$ cat src/rtl/uart_pkg.sv
// Shared definitions for the UART blocks: FSM states, oversampling constants
// and the baud divisor helper.
package uart_pkg;

    typedef enum logic [2:0] {
        IDLE,
        START,
        DATA,
        PARITY,
        STOP,
        WAIT_IDLE
    } uart_state_t;

    localparam int unsigned OVS     = 16;
    localparam int unsigned VOTE_LO = 7;
    localparam int unsigned VOTE_HI = 9;

    // Rounded clk cycles per oversampling tick, never below 1.
    function automatic int unsigned calc_div(input int unsigned clk_freq,
                                             input int unsigned baud);
        int unsigned d;
        d = (clk_freq + baud * 8) / (baud * 16);
        return (d == 0) ? 1 : d;
    endfunction

endpackage

$ cat src/rtl/uart_baud_tick.sv
// Free-running oversampling tick divider with a synchronous clear, so the
// receiver can phase-align sampling to the start edge.
module uart_baud_tick #(
    parameter int unsigned DIV = 1
) (
    input  logic clk,
    input  logic rstn,
    input  logic clr,
    output logic tick
);

    localparam int unsigned W = (DIV > 1) ? $clog2(DIV) : 1;

    logic [W-1:0] cnt;

    assign tick = (cnt == W'(DIV - 1));

    always_ff @(posedge clk or negedge rstn) begin
        if (!rstn) begin
            cnt <= '0;
        end else if (clr || tick) begin
            cnt <= '0;
        end else begin
            cnt <= cnt + W'(1);
        end
    end

endmodule

$ cat src/rtl/uart_rx.sv
// 16x oversampled UART receiver (8N1) with mid-bit majority voting feeding the
// game's byte bus. Define UART_PARITY_EN for 8E1 framing with a parity_err output.
module uart_rx #(
    parameter int unsigned CLK_FREQ = 25_000_000,
    parameter int unsigned BAUD     = 9600,
    parameter int unsigned WR_HOLD  = 2
) (
    input  logic       clk,
    input  logic       rstn,
    input  logic       rx,
    output logic [7:0] data,
    output logic       wr,
    output logic       frame_err,
`ifdef UART_PARITY_EN
    output logic       parity_err,
`endif
    output logic       busy
);

    import uart_pkg::*;

    localparam int unsigned DIV = calc_div(CLK_FREQ, BAUD);

    uart_state_t state, state_nxt;
    logic        rx_m, rx_s;
    logic        clr_div, tick;
    logic [3:0]  scnt;
    logic [2:0]  bcnt;
    logic [7:0]  shreg;
    logic [1:0]  samp;
    logic [3:0]  wr_cnt;
    logic        vote, at_vote, at_end;
    logic        good_stop, bad_stop, accept;

    // Synchronizer resets to the idle level so reset release cannot fake a start bit.
    always_ff @(posedge clk or negedge rstn) begin
        if (!rstn) begin
            rx_m <= 1'b1;
            rx_s <= 1'b1;
        end else begin
            rx_m <= rx;
            rx_s <= rx_m;
        end
    end

    uart_baud_tick #(.DIV(DIV)) u_baud_tick (
        .clk  (clk),
        .rstn (rstn),
        .clr  (clr_div),
        .tick (tick)
    );

    assign vote    = (samp[1] & samp[0]) | (samp[1] & rx_s) | (samp[0] & rx_s);
    assign at_vote = tick && (scnt == 4'(VOTE_HI));
    assign at_end  = tick && (scnt == 4'(OVS - 1));
    assign busy    = (state != IDLE);
    assign wr      = (wr_cnt != 4'd0);

    always_ff @(posedge clk or negedge rstn) begin
        if (!rstn) begin
            state <= IDLE;
        end else begin
            state <= state_nxt;
        end
    end

    always_comb begin
        state_nxt = state;
        clr_div   = 1'b0;
        good_stop = 1'b0;
        bad_stop  = 1'b0;
        case (state)
            IDLE: begin
                if (!rx_s) begin
                    clr_div   = 1'b1;
                    state_nxt = START;
                end
            end
            START: begin
                if (at_vote && vote) begin
                    state_nxt = IDLE;
                end else if (at_end) begin
                    state_nxt = DATA;
                end
            end
            DATA: begin
                if (at_end && bcnt == 3'd7) begin
`ifdef UART_PARITY_EN
                    state_nxt = PARITY;
`else
                    state_nxt = STOP;
`endif
                end
            end
            PARITY: begin
                if (at_end) begin
                    state_nxt = STOP;
                end
            end
            // Leave at the stop-bit vote, half a bit early, so a back-to-back start edge is caught.
            STOP: begin
                if (at_vote) begin
                    if (vote) begin
                        good_stop = 1'b1;
                        state_nxt = IDLE;
                    end else begin
                        bad_stop  = 1'b1;
                        state_nxt = WAIT_IDLE;
                    end
                end
            end
            WAIT_IDLE: begin
                if (rx_s) begin
                    state_nxt = IDLE;
                end
            end
            default: state_nxt = IDLE;
        endcase
    end

`ifdef UART_PARITY_EN
    logic par_bad;

    always_ff @(posedge clk or negedge rstn) begin
        if (!rstn) begin
            par_bad    <= 1'b0;
            parity_err <= 1'b0;
        end else begin
            parity_err <= 1'b0;
            if (state == PARITY && at_vote) begin
                par_bad    <= vote ^ (^shreg);
                parity_err <= vote ^ (^shreg);
            end
        end
    end

    assign accept = good_stop && !par_bad;
`else
    assign accept = good_stop;
`endif

    always_ff @(posedge clk or negedge rstn) begin
        if (!rstn) begin
            scnt      <= '0;
            bcnt      <= '0;
            shreg     <= '0;
            samp      <= '1;
            data      <= '0;
            wr_cnt    <= '0;
            frame_err <= 1'b0;
        end else begin
            if (clr_div) begin
                scnt <= '0;
            end else if (tick && state != IDLE) begin
                scnt <= scnt + 4'd1;
            end

            if (tick && scnt == 4'(VOTE_LO)) begin
                samp[1] <= rx_s;
            end
            if (tick && scnt == 4'(VOTE_LO + 1)) begin
                samp[0] <= rx_s;
            end

            if (state == DATA && at_vote) begin
                shreg <= {vote, shreg[7:1]};
            end

            if (state == START && at_end) begin
                bcnt <= '0;
            end else if (state == DATA && at_end) begin
                bcnt <= bcnt + 3'd1;
            end

            if (accept) begin
                data   <= shreg;
                wr_cnt <= 4'(WR_HOLD);
            end else if (wr_cnt != 4'd0) begin
                wr_cnt <= wr_cnt - 4'd1;
            end

            frame_err <= bad_stop;
        end
    end

endmodule

$ cat config.mk
export PLATFORM = sky130hd
export DESIGN_NAME = uart_rx
export DESIGN_NICKNAME = d
export VERILOG_FILES = /design/src/rtl/uart_pkg.sv /design/src/rtl/uart_baud_tick.sv /design/src/rtl/uart_rx.sv
export SDC_FILE = /design/constraint.sdc
export NUM_CORES = 1
export LEC_CHECK = 0
export ABC_AREA = 1
export ABC_CLOCK_PERIOD_IN_PS = 4000
export CORE_ASPECT_RATIO = 0.8
export CORE_MARGIN = 2
export CORE_UTILIZATION = 45
export CTS_CLUSTER_SIZE = 24
export DETAILED_ROUTE_END_ITERATION = 10
export PLACE_DENSITY = 0.75
export SYNTH_ARGS = -nofsm -noshare
export SYNTH_HDL_FRONTEND = slang
export SYNTH_SLANG_ARGS = --single-unit
$ cat constraint.sdc
create_clock -name clk -period 4 [get_ports clk]
set_input_delay 1 -clock clk [delete_from_list [all_inputs] [get_ports clk]]
set_output_delay 1 -clock clk [all_outputs]
set_load 0.02 [all_outputs]
Word-level counts from Yosys, hierarchy flattened
Index checks and enable logic that the tools add are counted.
{"block": "totals", "register_bits": 43, "ramBits": 0, "memories": 0, "latchBits": 0, "output_inout_bits": 11, "word_cells": 80, "mem_bits_ro": 0}
{"block": "classes", "muxes": 24, "n_reduce_logical": 18, "shifts": 0, "n_addsub": 4, "n_mul": 0, "n_lt_le_gt_ge": 0, "bitwise": 5, "n_eq_ne": 17, "div_mod_pow": 0}
{"cell": "$mux W3", "n": 10}
{"cell": "$pmux W3 S6", "n": 1}
{"cell": "$mux W4", "n": 4}
{"cell": "$eq A4 B4 Y1 const B", "n": 3}
{"cell": "$logic_and A1 B1 Y1", "n": 10}
{"cell": "$ne A2 B2 Y1 const B", "n": 5}
{"cell": "$eq A3 B3 Y1 const B", "n": 3}
{"cell": "$add A8 B1 Y8 const B", "n": 1}
{"cell": "$eq A8 B8 Y1 const B", "n": 1}
{"cell": "$mux W1", "n": 8}
{"cell": "$mux W8", "n": 1}
{"cell": "$eq A3 B2 Y1 const B", "n": 2}
{"cell": "$reduce_and A6 Y1", "n": 1}
{"cell": "$reduce_bool A2 Y1", "n": 3}
{"cell": "$add A4 B1 Y4 const B", "n": 1}
{"cell": "$eq A4 B3 Y1 const B", "n": 1}
{"cell": "$reduce_bool A4 Y1", "n": 1}
{"cell": "$sub A4 B1 Y4 const B", "n": 1}
{"cell": "$add A3 B1 Y3 const B", "n": 1}
{"cell": "$and A1 B1 Y1", "n": 3}
{"cell": "$eq A3 B1 Y1 const B", "n": 1}
{"cell": "$logic_not A3 Y1", "n": 1}
{"cell": "$ne A3 B3 Y1 const B", "n": 1}
{"cell": "$reduce_bool A3 Y1", "n": 1}
{"cell": "other kinds (2)", "n": 3}

Logic depth before layout (Yosys ltp)
{"block": "logic_depth", "word_depth": 7, "depth_mapped": 13, "depth_no_buf": 13}

Modules after synthesis
From an unflattened synthesis, not the netlist that was laid out.
{"block": "unflattened", "cells_unflattened": 248, "hier_area_um2": 2117.0}
{"module": "uart_rx", "instances": 1, "seq_area_each_um2": 880.8, "cells_each": 194, "area_per_inst_um2": 1671.6}
{"module": "uart_baud_tick", "instances": 1, "seq_area_each_um2": 200.2, "cells_each": 54, "area_per_inst_um2": 445.4}

Worst setup path before layout
No wires, ideal clock.
{"block": "synth_path", "path_kind": "reg2out", "from": "register wr_cnt[0]", "to": "output port wr", "t_required_ns": 3.000, "stages_incl_launch_ff": 6, "slack_ns": 2.002, "t_arrival_ns": 0.998, "cell_sequence": "dfrtp_1 -> inv_1 -> ha_1 -> inv_1 -> nor2_1 -> nand2_1"}
{"block": "synth_between", "elab_chain_len": 1}
{"element": "start: declaration", "line": "uart_rx.sv:31", "source": "logic [3:0] wr_cnt;"}
{"element": "start signal: assignment", "line": "uart_rx.sv:177", "source": "wr_cnt <= 4'(WR_HOLD);"}
{"element": "start signal: assignment", "line": "uart_rx.sv:179", "source": "wr_cnt <= wr_cnt - 4'd1;"}
{"element": "$reduce_bool A4 Y1", "line": "uart_rx.sv:57", "source": "assign wr = (wr_cnt != 4'd0);"}
{"element": "end: declaration", "line": "uart_rx.sv:12", "source": "output logic wr,"}
No other way between the ends.

Final worst setup path
Same ends and word-level chain as after synthesis.

==> reports/qor.yml <==
status:
  status: "completed"
clock_network:
  ctsResizeCount: 0
  cts_buffers: 5
  postCtsSetupBuffers: 0
  cts.clk_slew.worst_paths_ns: 0.09
  ctsRootBufferMaster: "clkbuf_8"
  cts_hold_buffers: 0
  cts_tree: "yes"
  cts_sinks: 43
  htree_num_levels: 2
  clock_path_buffers: 2
  clock_latency_ns: 0.30
min_path:
  min_to: "rx_s"
  whs_path_depth: 0
  hp-start: "rx_m"
  hold_class: "flip-flop to flip-flop"
routing:
  routed_wl_um: 3375
  drtIter0Drc: 103
  routed_via_density: 4.795
  ant_nets: 0
  wire_per_inst_um: 10.82
  first_pass_iters: 4
  via_count: 1496
  drc_errors: 0
global_routing:
  antenna_found_initial: 0
  grt_pass1_vias: 1452
  grt_max_degree: 44
  grtUsageTotal_pct: 15.31
  grt_pass1_wl_um: 6196
  grt_overflow_total: 0
setup_path:
  reg2regPathDepth: 9
  worstSetupPathType: "flip-flop to primary output"
  required_ns: 3.00
  slowest_stage: "clkdlybuf4s50_1"
  slowest_delay_ns: 0.59
  setup.worst_path.start_class: "flip-flop"
  cp_max_fo: 6
  regToRegEndpoint: "shreg[0]"
  critical_path.most_common_cell: "inv_1"
  end_kind: "primary output"
  rrSetupSlack_ns: 2.22
  crit_chain: "inv_1 > ha_1 > inv_1 > nor2_1 > nand2_1 > clkdlybuf4s50_1"
  crit_arrival_ns: 1.91
  rr_startpoint: "u_baud_tick.cnt[0]"
final_layout:
  ff_latch_area_um2: 1081
  drive_gt1_share_pct: 19.44
  fill_cells: 396
  multiInputGateArea_um2: 908.4
  layout_common_cells: "nand2_1, dfrtp_1, inv_1"
  layout_commonest_cell: "nand2_1"
  nNetsFinal: 262
  syn2layout_area_growth_pct: 13.59
  antennaDiodeCount: 0
yosys:
  synth_seq_cells: 43
  synth-simple-area-share_pct: 24.27
  synth_xor_area_share_pct: 2.439
  syn_nets: 244
  synth_compound_area_share_pct: 10.80
  yosysSeqAreaShare_pct: 50.17
  synthDistinctLibCells: 34
  synth_area_um2: 2155
  avgSynthCellArea_um2: 9.247
  synth-adder-area-share_pct: 4.646
  synth_warnings: 0
  synthMuxAreaShare_pct: 0
  synthCells: 233
  synth_top_family_by_area: "simple AND/OR/NAND/NOR gates"
die:
  die_x_um: 81.36
  core_um2: 4597
  io_pins: 14
  die-height_um: 65.89
  rows: 22
  initial_core_util_pct: 46.87
  dieArea_um2: 5361
timing:
  relSlewSlack_pct: 38.09
  worst_pin_slew_ns: 0.9286
  rsz0062_at_grt: "false"
  fmax_ghz: 0.3431
  drv_slew: 0
  timing.final.crit_share_pct: 72.86
  finalCriticalPeriod_ns: 2.915
  hold_viol_final: 0
  finalSetupViolCount: 0
  fin_hold_ws_ns: 0.3510
  finClkSkew_ns: 0.009386
  finalSetupTns_ns: 0
pwr:
  p_leak_nw: 1.155
  peakVddDrop_mv: 0.2441
  power.density_nw_per_um2: 322.3
job:
  maxCapViolCount: 0
place:
  dp_hpwl_um: 2502
  io_buffers: 13
  routabilityCongestion: 0.8456
[synth_stat cells (all sizes together)]
master / count / area share, %
dfstp: 4 / 4.9
o32ai: 1 / 0.41
nor3b: 2 / 0.93
nor3: 3 / 1.2
o22ai: 1 / 0.29
xor2: 4 / 1.6
buf: 2 / 1.0
nand2: 58 / 11
a31oi: 1 / 0.29
nand3: 18 / 5.1
a21oi: 3 / 0.87
nand4: 1 / 0.29
o211ai: 2 / 0.93
dfrtp: 39 / 45
o21ai: 24 / 8.0
xnor2: 2 / 0.81
inv: 38 / 6.6
or2: 1 / 0.41
nand3b: 1 / 0.35
ha: 8 / 4.6
nor2: 20 / 5.4
[metrics by stage]
stage	setup WS, ns	area [um^2]	power, mW	util, %	cells
6_report	1.085	2447	0.7888	53.24	312
5_1_grt	0.9575	2447	0.8152	53.24	312
4_1_cts	1.082	2447	0.8027	53.24	312
3_5_place_dp	1.412	2332	0.4563	50.73	304
3_3_place_gp	1.466	2332	0.4562	50.73	304
2_1_floorplan	2.002	2155	0.4460	-	233
[critical path: cells and delay by family (launching register included)]
kind,cells,cell delay [ns]
buffers and inverters,3,0.72
DFF,1,0.39
and+or+nand+nor,2,0.35
adders and majority gates,1,0.17
[flip-flops by register name, indices dropped and copies added, names as in the netlist, 2 cells and up]
name             flops
state                3
shreg                8
samp                 2
data                 8
wr_cnt               4
bcnt                 3
u_baud_tick.cnt      8
scnt                 4
[cell type report]
| cell class | instances | area share (%) |
|---|---|---|
| Timing Repair Buffer | 13 | 5.112 |
| Clock inverter | 3 | 1.892 |
| Inverter | 38 | 5.828 |
| Sequential cell | 43 | 44.17 |
| Clock buffer | 5 | 2.812 |
| Tap cell | 60 | 3.067 |
| Multi-Input combinational cell | 150 | 37.12 |
[layer usage]
metal,vias up,GRT usage [%],wire [um]
met5,-,0,0
met4,0,6.992,77
met3,7,3.689,99
met2,26,24.18,1582
met1,681,19.88,1616
li1,782,-,-
[how the worst max path moves through the flow]
stage,startpoint,end,slack (ns),cells after the start
2_1_floorplan,wr_cnt[0],wr,2.00,5
3_3_place_gp,wr_cnt[0],wr,1.47,6
3_5_place_dp,wr_cnt[0],wr,1.41,6
4_1_cts,wr_cnt[0],wr,1.08,6
5_1_grt,wr_cnt[1],wr,0.96,6
6_report,wr_cnt[0],wr,1.09,6
[power by group]
part | leakage, nW | internal (mW) | switching (mW)
Clock | 0.0548 | 0.188 | 0.154
Combinational | 0.529 | 0.00142 | 0.00870
Sequential | 0.572 | 0.436 | 0.000651
[cell families (layout without fill, tap and decap cells)]
family / after synthesis / count (layout)
adders and majority gates: 8 / 8
and+or+nand+nor: 104 / 104
AOI/OAI and AO/OA: 32 / 32
buffers and inverters: 40 / 59
DFF: 43 / 43
xor gates and xnor gates: 6 / 6
Note: power is estimated with default switching activity, not from simulation.
